===== config.mk =====
export PLATFORM = sky130hd
export DESIGN_NAME = ext_sram_ctrl
export DESIGN_NICKNAME = d
export VERILOG_FILES = /design/src/rtl/ext_sram_ctrl.sv
export SDC_FILE = /design/constraint.sdc
export NUM_CORES = 1
export LEC_CHECK = 0
export CAP_MARGIN = 40
export CORE_MARGIN = 3
export CORE_UTILIZATION = 50
export CTS_CLUSTER_SIZE = 28
export DETAILED_ROUTE_END_ITERATION = 10
export GPL_TIMING_DRIVEN = 1
export PLACE_DENSITY = 0.88
export SLEW_MARGIN = 5
export SYNTH_ARGS = -nofsm -noshare
export SYNTH_HDL_FRONTEND = slang
export SYNTH_SLANG_ARGS = --single-unit

===== constraint.sdc =====
create_clock -name clk -period 2.9 [get_ports clk]
set_input_delay 0.435 -clock clk [delete_from_list [all_inputs] [get_ports clk]]
set_output_delay 0.435 -clock clk [all_outputs]
set_load 0.03 [all_outputs]

===== src/rtl/ext_sram_ctrl.sv =====
// ext_sram_ctrl: bridges a 32-bit CPU request bus to an external asynchronous
// 16-bit SRAM. Each word access becomes one or two halfword SRAM cycles:
// SETUP, STROBE (WAIT+1 cycles), RECOV, and a final one-cycle DONE/ready pulse.
// Every pad-facing output comes straight from a flop.
module ext_sram_ctrl #(
  parameter int ADDR_W = 18,
  parameter int WAIT   = 1
) (
  input  logic              clk,
  input  logic              reset,
  input  logic              valid,
  input  logic [ADDR_W:0]   addr,
  input  logic [3:0]        we,
  input  logic [31:0]       wdata,
  output logic [31:0]       rdata,
  output logic              ready,
  output logic [ADDR_W-1:0] xa,
  output logic [15:0]       xdo,
  input  logic [15:0]       xdi,
  output logic              xdo_en,
  output logic              xcs_n,
  output logic              xoe_n,
  output logic              xwe_n,
  output logic              xble_n,
  output logic              xbhe_n
);

  localparam logic [2:0] S_IDLE   = 3'd0;
  localparam logic [2:0] S_SETUP  = 3'd1;
  localparam logic [2:0] S_STROBE = 3'd2;
  localparam logic [2:0] S_RECOV  = 3'd3;
  localparam logic [2:0] S_DONE   = 3'd4;

  localparam logic [2:0] WAIT_LAST = 3'(WAIT);

  logic [2:0]        state_q, state_d;
  logic              h_q, h_d;
  logic [2:0]        cnt_q, cnt_d;
  logic [ADDR_W-2:0] addr_q, addr_d;
  logic [3:0]        we_q, we_d;
  logic [31:0]       wdata_q, wdata_d;
  logic [31:0]       rdata_q, rdata_d;
  logic              ready_q, ready_d;
  logic [ADDR_W-1:0] xa_q, xa_d;
  logic [15:0]       xdo_q, xdo_d;
  logic              xdo_en_q, xdo_en_d;
  logic              xcs_n_q, xcs_n_d;
  logic              xoe_n_q, xoe_n_d;
  logic              xwe_n_q, xwe_n_d;
  logic              xble_n_q, xble_n_d;
  logic              xbhe_n_q, xbhe_n_d;

  logic              setup_go;
  logic              setup_h;
  logic              is_write;
  logic [ADDR_W-2:0] src_addr;
  logic [3:0]        src_we;
  logic [31:0]       src_wdata;

  // The byte offset bits of a word address carry no information here.
  logic unused_addr_bits;
  assign unused_addr_bits = ^addr[1:0];

  // Next-state and next-output logic; SETUP outputs are computed on entry so they appear registered in SETUP.
  always_comb begin
    state_d   = state_q;
    h_d       = h_q;
    cnt_d     = cnt_q;
    addr_d    = addr_q;
    we_d      = we_q;
    wdata_d   = wdata_q;
    rdata_d   = rdata_q;
    ready_d   = 1'b0;
    xa_d      = xa_q;
    xdo_d     = xdo_q;
    xdo_en_d  = xdo_en_q;
    xcs_n_d   = xcs_n_q;
    xoe_n_d   = xoe_n_q;
    xwe_n_d   = xwe_n_q;
    xble_n_d  = xble_n_q;
    xbhe_n_d  = xbhe_n_q;
    setup_go  = 1'b0;
    setup_h   = 1'b0;
    is_write  = (we_q != 4'b0000);
    src_addr  = addr_q;
    src_we    = we_q;
    src_wdata = wdata_q;

    case (state_q)
      S_IDLE: begin
        if (valid) begin
          addr_d    = addr[ADDR_W:2];
          we_d      = we;
          wdata_d   = wdata;
          src_addr  = addr[ADDR_W:2];
          src_we    = we;
          src_wdata = wdata;
          setup_go  = 1'b1;
          setup_h   = (we != 4'b0000) && (we[1:0] == 2'b00);
        end
      end
      S_SETUP: begin
        state_d = S_STROBE;
        cnt_d   = 3'd0;
        if (is_write) begin
          xwe_n_d = 1'b0;
        end else begin
          xoe_n_d = 1'b0;
        end
      end
      S_STROBE: begin
        if (cnt_q == WAIT_LAST) begin
          state_d = S_RECOV;
          xoe_n_d = 1'b1;
          xwe_n_d = 1'b1;
          if (!is_write) begin
            if (h_q) begin
              rdata_d[31:16] = xdi;
            end else begin
              rdata_d[15:0] = xdi;
            end
          end
        end else begin
          cnt_d = cnt_q + 3'd1;
        end
      end
      S_RECOV: begin
        if (!h_q && (!is_write || (we_q[3:2] != 2'b00))) begin
          setup_go = 1'b1;
          setup_h  = 1'b1;
        end else begin
          state_d  = S_DONE;
          ready_d  = 1'b1;
          xcs_n_d  = 1'b1;
          xdo_en_d = 1'b0;
          xble_n_d = 1'b1;
          xbhe_n_d = 1'b1;
        end
      end
      S_DONE: begin
        state_d = S_IDLE;
      end
      default: begin
        state_d = S_IDLE;
      end
    endcase

    if (setup_go) begin
      state_d = S_SETUP;
      h_d     = setup_h;
      xa_d    = {src_addr, setup_h};
      xcs_n_d = 1'b0;
      xoe_n_d = 1'b1;
      xwe_n_d = 1'b1;
      if (src_we != 4'b0000) begin
        xble_n_d = ~(setup_h ? src_we[2] : src_we[0]);
        xbhe_n_d = ~(setup_h ? src_we[3] : src_we[1]);
        xdo_d    = setup_h ? src_wdata[31:16] : src_wdata[15:0];
        xdo_en_d = 1'b1;
      end else begin
        xble_n_d = 1'b0;
        xbhe_n_d = 1'b0;
        xdo_en_d = 1'b0;
      end
    end
  end

  // State and output registers with synchronous reset to an idle, deselected bus.
  always_ff @(posedge clk) begin
    if (reset) begin
      state_q  <= S_IDLE;
      h_q      <= 1'b0;
      cnt_q    <= 3'd0;
      addr_q   <= '0;
      we_q     <= 4'b0000;
      wdata_q  <= 32'd0;
      rdata_q  <= 32'd0;
      ready_q  <= 1'b0;
      xa_q     <= '0;
      xdo_q    <= 16'd0;
      xdo_en_q <= 1'b0;
      xcs_n_q  <= 1'b1;
      xoe_n_q  <= 1'b1;
      xwe_n_q  <= 1'b1;
      xble_n_q <= 1'b1;
      xbhe_n_q <= 1'b1;
    end else begin
      state_q  <= state_d;
      h_q      <= h_d;
      cnt_q    <= cnt_d;
      addr_q   <= addr_d;
      we_q     <= we_d;
      wdata_q  <= wdata_d;
      rdata_q  <= rdata_d;
      ready_q  <= ready_d;
      xa_q     <= xa_d;
      xdo_q    <= xdo_d;
      xdo_en_q <= xdo_en_d;
      xcs_n_q  <= xcs_n_d;
      xoe_n_q  <= xoe_n_d;
      xwe_n_q  <= xwe_n_d;
      xble_n_q <= xble_n_d;
      xbhe_n_q <= xbhe_n_d;
    end
  end

  assign rdata  = rdata_q;
  assign ready  = ready_q;
  assign xa     = xa_q;
  assign xdo    = xdo_q;
  assign xdo_en = xdo_en_q;
  assign xcs_n  = xcs_n_q;
  assign xoe_n  = xoe_n_q;
  assign xwe_n  = xwe_n_q;
  assign xble_n = xble_n_q;
  assign xbhe_n = xbhe_n_q;

endmodule


Word level (Yosys, flattened, before mapping)
Index checks and enable logic that the tools add are counted.
{"block": "totals", "regBits": 133, "latch_bits": 0, "ram_bits": 0, "rom_bits": 0, "inputBits": 74, "out_inout_bits": 73, "mem_count": 0}
{"block": "op_classes", "addsub": 1, "multipliers": 0, "n_div": 0, "order_cmp": 0, "n_eq_ne": 13, "shift": 0, "muxes": 37, "bitwise": 6, "reduce_logical": 24}
{"op": "$mux 32", "count": 2}
{"op": "$mux 17", "count": 2}
{"op": "$mux 1", "count": 21}
{"op": "$mux 16", "count": 1}
{"op": "$ne 2x2->1 const B", "count": 7}
{"op": "$pmux 3 s4", "count": 1}
{"op": "$reduce_and 3->1", "count": 4}
{"op": "$reduce_bool 4->1", "count": 3}
{"op": "$mux 3", "count": 3}
{"op": "$mux 4", "count": 2}
{"op": "$pmux 1 s2", "count": 4}
{"op": "$reduce_and 4->1", "count": 2}
{"op": "$eq 3x1->1 const B", "count": 2}
{"op": "$eq 3x2->1 const B", "count": 2}
{"op": "$ne 3x3->1 const B", "count": 2}
{"op": "$not 1->1", "count": 6}
{"op": "$pmux 3 s2", "count": 1}
{"op": "$reduce_and 2->1", "count": 3}
{"op": "$reduce_bool 2->1", "count": 3}
{"op": "$reduce_or 2->1", "count": 2}
{"op": "$add 3x1->3 const B", "count": 1}
{"op": "$logic_not 3->1", "count": 1}
{"op": "$logic_and 1x1->1", "count": 2}
{"op": "$logic_not 1->1", "count": 2}
{"op": "other kinds (2)", "count": 2}

Logic depth before layout (Yosys ltp)
{"block": "logic_depth", "depth_word": 10, "ltp_mapped": 8, "ltp_nobuf": 7}

Worst setup path before layout
Ideal clock, no wire load.
{"block": "synth_path", "path_kind": "register to register", "start": "register state_q[0]", "end": "register xdo_q[15], in the netlist xdo[15]", "setup_time_ps": 117, "arrival_ps": 1703, "required_ps": 2783, "setup_slack_ps": 1080, "path_stages_with_launch": 8, "n_path_buf": 3, "path_cell_list": "dfxtp_1 > buf_2 > nor4b_2 > buf_4 > buf_4 > mux2i_1 > nand2_1 > a32o_1"}
{"block": "synth_between", "elab_chain_cells": 4, "word_cells_on_any_way": 9, "classes_between": "eq/ne (1); mux (5); reduce/logical (3)"}
{"item": "from (decl)", "line_no": "36", "rtl": "logic [2:0] state_q, state_d;"}
{"item": "from (signal assigned)", "line_no": "188", "rtl": "state_q <= state_d;"}
{"item": "$logic_not 3->1", "line_no": "89", "rtl": "case (state_q)"}
{"item": "$mux 4", "line_no": "89"}
{"item": "$reduce_bool 4->1", "line_no": "155", "rtl": "if (src_we != 4'b0000) begin"}
{"item": "$reduce_and 2->1 (no source line)"}
{"item": "to (signal assigned)", "line_no": "197", "rtl": "xdo_q <= xdo_d;"}
{"item": "to (decl)", "line_no": "45", "rtl": "logic [15:0] xdo_q, xdo_d;"}
Several ways; a longest one is shown, not always the timed one.
A chain may end at the register's enable or synchronous reset.

Worst setup path after layout
{"block": "layout_path", "start": "register xa_q[0], in the netlist xa[0]", "end": "output xa[0]"}
{"item": "from (decl)", "line_no": "44", "rtl": "logic [ADDR_W-1:0] xa_q, xa_d;"}
{"item": "from (signal assigned)", "line_no": "179", "rtl": "xa_q <= '0;"}
{"item": "from (signal assigned)", "line_no": "196", "rtl": "xa_q <= xa_d;"}
{"item": "to (decl)", "line_no": "17", "rtl": "output logic [ADDR_W-1:0] xa,"}
No word-level cell between the ends.

==> results_dict.tcl <==
set metrics [dict create \
    placed_cell_area_um2 6390 \
    wl_per_cell_um 16.2 \
    final-hold-violation-count 0 \
    routed-via-count 4044 \
    diodes 0 \
    synth.largest_area_cell "dfxtp_1" \
    ys_ff_latch 132 \
    via_per_inst 5.25 \
    max_slew_margin 0.457 \
    worstPathCellList "clkdlybuf4s50_1" \
    cap_violations 0 \
    rows 35 \
    hold_path_class "reg2reg" \
    syn_avg_cell_area_um2 9.96 \
    place_inst 740 \
    synthTopCellsByArea "dfxtp_1, mux2i_1, nor2_1" \
    wirelength_um 12500 \
    gp_congestion 0.786 \
    synth_most_common_cell "dfxtp_1" \
    grt_max_degree 72 \
    period_needed_ns 2.21 \
    netlist_top_cells_count "dfxtp_1, nor2_1, nand2_1" \
    grtUsageTotal 0.231 \
    cpLargestDelayFamily "buffers and inverters" \
    clock-sinks 132 \
    seq_area_frac_synth 0.546 \
    netlist_instances 486 \
    pin_count 147 \
    core_um2 9330 \
    netlist.area_leader.share 0.546 \
    required_ns 2.47 \
    max_stage_delay_ns 0.75 \
    clockBufferDepth 2 \
    die_y_um 104 \
    worstPathArrival_ns 1.77 \
    critical_path_class "reg2out" \
    synthArstFlopShare 0 \
    post_cts_resized 0 \
    dieArea_um2 10900 \
    synth.distinct_cells 40 \
    ir_drop_mv 0.401 \
    p_leak_nw 2.91 \
    status "completed" \
    powerDensity_nw_per_um2 722 \
    overflow 0 \
    finalPower_w 0.00506 \
    final_cells 771 \
    rsz0062_at_grt "no" \
    timing.final.crit_share 0.762 \
    timing.setup.tns_ns 0 \
    cts_tree "done" \
    insertion_delay_ns 0.51 \
    htree_levels 4 \
    cp_slowest_cell "clkdlybuf4s50_1" \
    cts.clk_slew.worst_paths_ns 0.06 \
    tightest_slew_ns 0.814 \
    syn_nets 562 \
    critPathLaunchType "flip-flop" \
    ant_nets 0 \
    setup_violations 0 \
    slew_viol_final 0 \
    cp_max_fo 6 \
    critPathCaptureType "output port" \
    cts_hold_buffers 0 \
    dieWidth_um 104 \
    cts_made_buffers 17 \
    first_global_vias 4207 \
    synth_area_um2 4840 \
    cts_root_buf "clkbuf_8" \
    area_growth_pct 44.8 \
    drc 0 \
    dp_hpwl_um 8220 \
    firstDrtPassIters 4 \
    cts_setup_buffers 0 \
    yosys_warnings 0 \
    grt_pass1_wl_um 20400 \
    drive_above_1_share 0.0841 \
    max_freq_ghz 0.453 \
    finClkSkew_ns 0.00678 \
    antenna_found_initial 0 \
    synth_ff_type "dfxtp_1" \
    start_util 0.519 \
    critPathBufInv 1 \
    finalNetCount 706 \
    portBuffers 144 \
    final_area_um2 7010 \
    drt_iter0_drc 190 \
    synth-edff-count 0 \
]
-- stage by stage --
stage / util / hold slack [ns] / setup WS, ns
2_1_floorplan: - / 0.441 / 1.08
3_3_place_gp: 0.686 / 0.435 / 0.549
3_5_place_dp: 0.686 / 0.442 / 0.513
4_1_cts: 0.751 / 0.460 / 0.665
5_1_grt: 0.751 / 0.474 / 0.504
6_report: 0.751 / 0.458 / 0.691
-- worst reg2reg max path, delay by kind of cell (launching register included) --
family          cells  cell delay [ns]
compound gates      2             0.92
flops               1             0.57
buf+inv             1             0.23
simple gates        2             0.32
-- layout make-up --
cell class	instances	area (µm²)
Clock inverter	13	184
Multi-Input combinational cell	322	2050
Timing Repair Buffer	156	1540
Clock buffer	18	428
Inverter	1	3.75
Sequential cell	132	2640
Tap cell	129	161
Fill cell	639	2320
-- kinds of logic after synthesis --
family          share of synthesized area
simple gates                        0.159
flops                               0.546
mux                                 0.149
compound gates                      0.106
buf+inv                            0.0328
fa+ha+maj                         0.00517
xor+xnor                          0.00181
-- power by group --
group	internal, W	leakage [nW]	switching (W)
logic	0.000386	1.53	0.000470
clock network	0.00141	0.293	0.000769
registers	0.00195	1.08	0.0000719
-- cell usage in the layout, fill, tap and decap left out, types with 2 or more instances in the layout --
| cell type | netlist | routed |
|---|---|---|
| clkdlybuf4s50_1 | 0 | 143 |
| o211ai_1 | 2 | 2 |
| clkinv_2 | 0 | 3 |
| nor2b_1 | 2 | 2 |
| clkinvlp_4 | 0 | 3 |
| ha_1 | 2 | 2 |
| clkbuf_8 | 0 | 2 |
| clkbuf_16 | 0 | 16 |
| buf_4 | 4 | 12 |
| dfxtp_1 | 132 | 132 |
| a21oi_1 | 21 | 21 |
| nand2b_1 | 2 | 2 |
| nor2_2 | 2 | 2 |
| a32o_1 | 16 | 16 |
| nor2_1 | 79 | 79 |
| clkinv_4 | 0 | 3 |
| mux2i_1 | 71 | 71 |
| o22a_1 | 18 | 18 |
| nand3_1 | 2 | 2 |
| nor3_1 | 4 | 4 |
| o21ai_0 | 3 | 3 |
| nand3b_1 | 3 | 3 |
| bufinv_16 | 0 | 4 |
| nand2_1 | 78 | 78 |
-- per-layer routing --
layer  GRT usage  up-vias  part of all wire
met5           0        -                 0
met4      0.0874        0             0.028
met3      0.0745       23             0.058
met2       0.409      137              0.52
met1       0.256     1923              0.39
li1            -     1961                 -
-- state kept, by name (all words and copies together) (netlist names) --
name     cells
addr_q      17
cnt_q        3
rdata       32
ready        1
state_q      3
wdata_q     32
we_q         4
xa          18
xbhe_n       1
xble_n       1
xcs_n        1
xdo         16
xdo_en       1
xoe_n        1
xwe_n        1
-- final timing paths --
| path | from | endpoint | slack (ns) | cells past startpoint |
|---|---|---|---|---|
| setup / recovery | xa[0]$_SDFFE_PP0P_ | xa[0] | 0.69 | 1 |
| hold / removal | xcs_n$_SDFFE_PP1P_ | xcs_n$_SDFFE_PP1P_ | 0.46 | 2 |
| setup reg to reg | state_q[0]$_SDFFE_PP0P_ | xa[5]$_SDFFE_PP0P_ | 0.74 | 5 |
| hold reg to reg | xcs_n$_SDFFE_PP1P_ | xcs_n$_SDFFE_PP1P_ | 0.46 | 2 |
No activity file was read; power rests on OpenSTA's default activity.
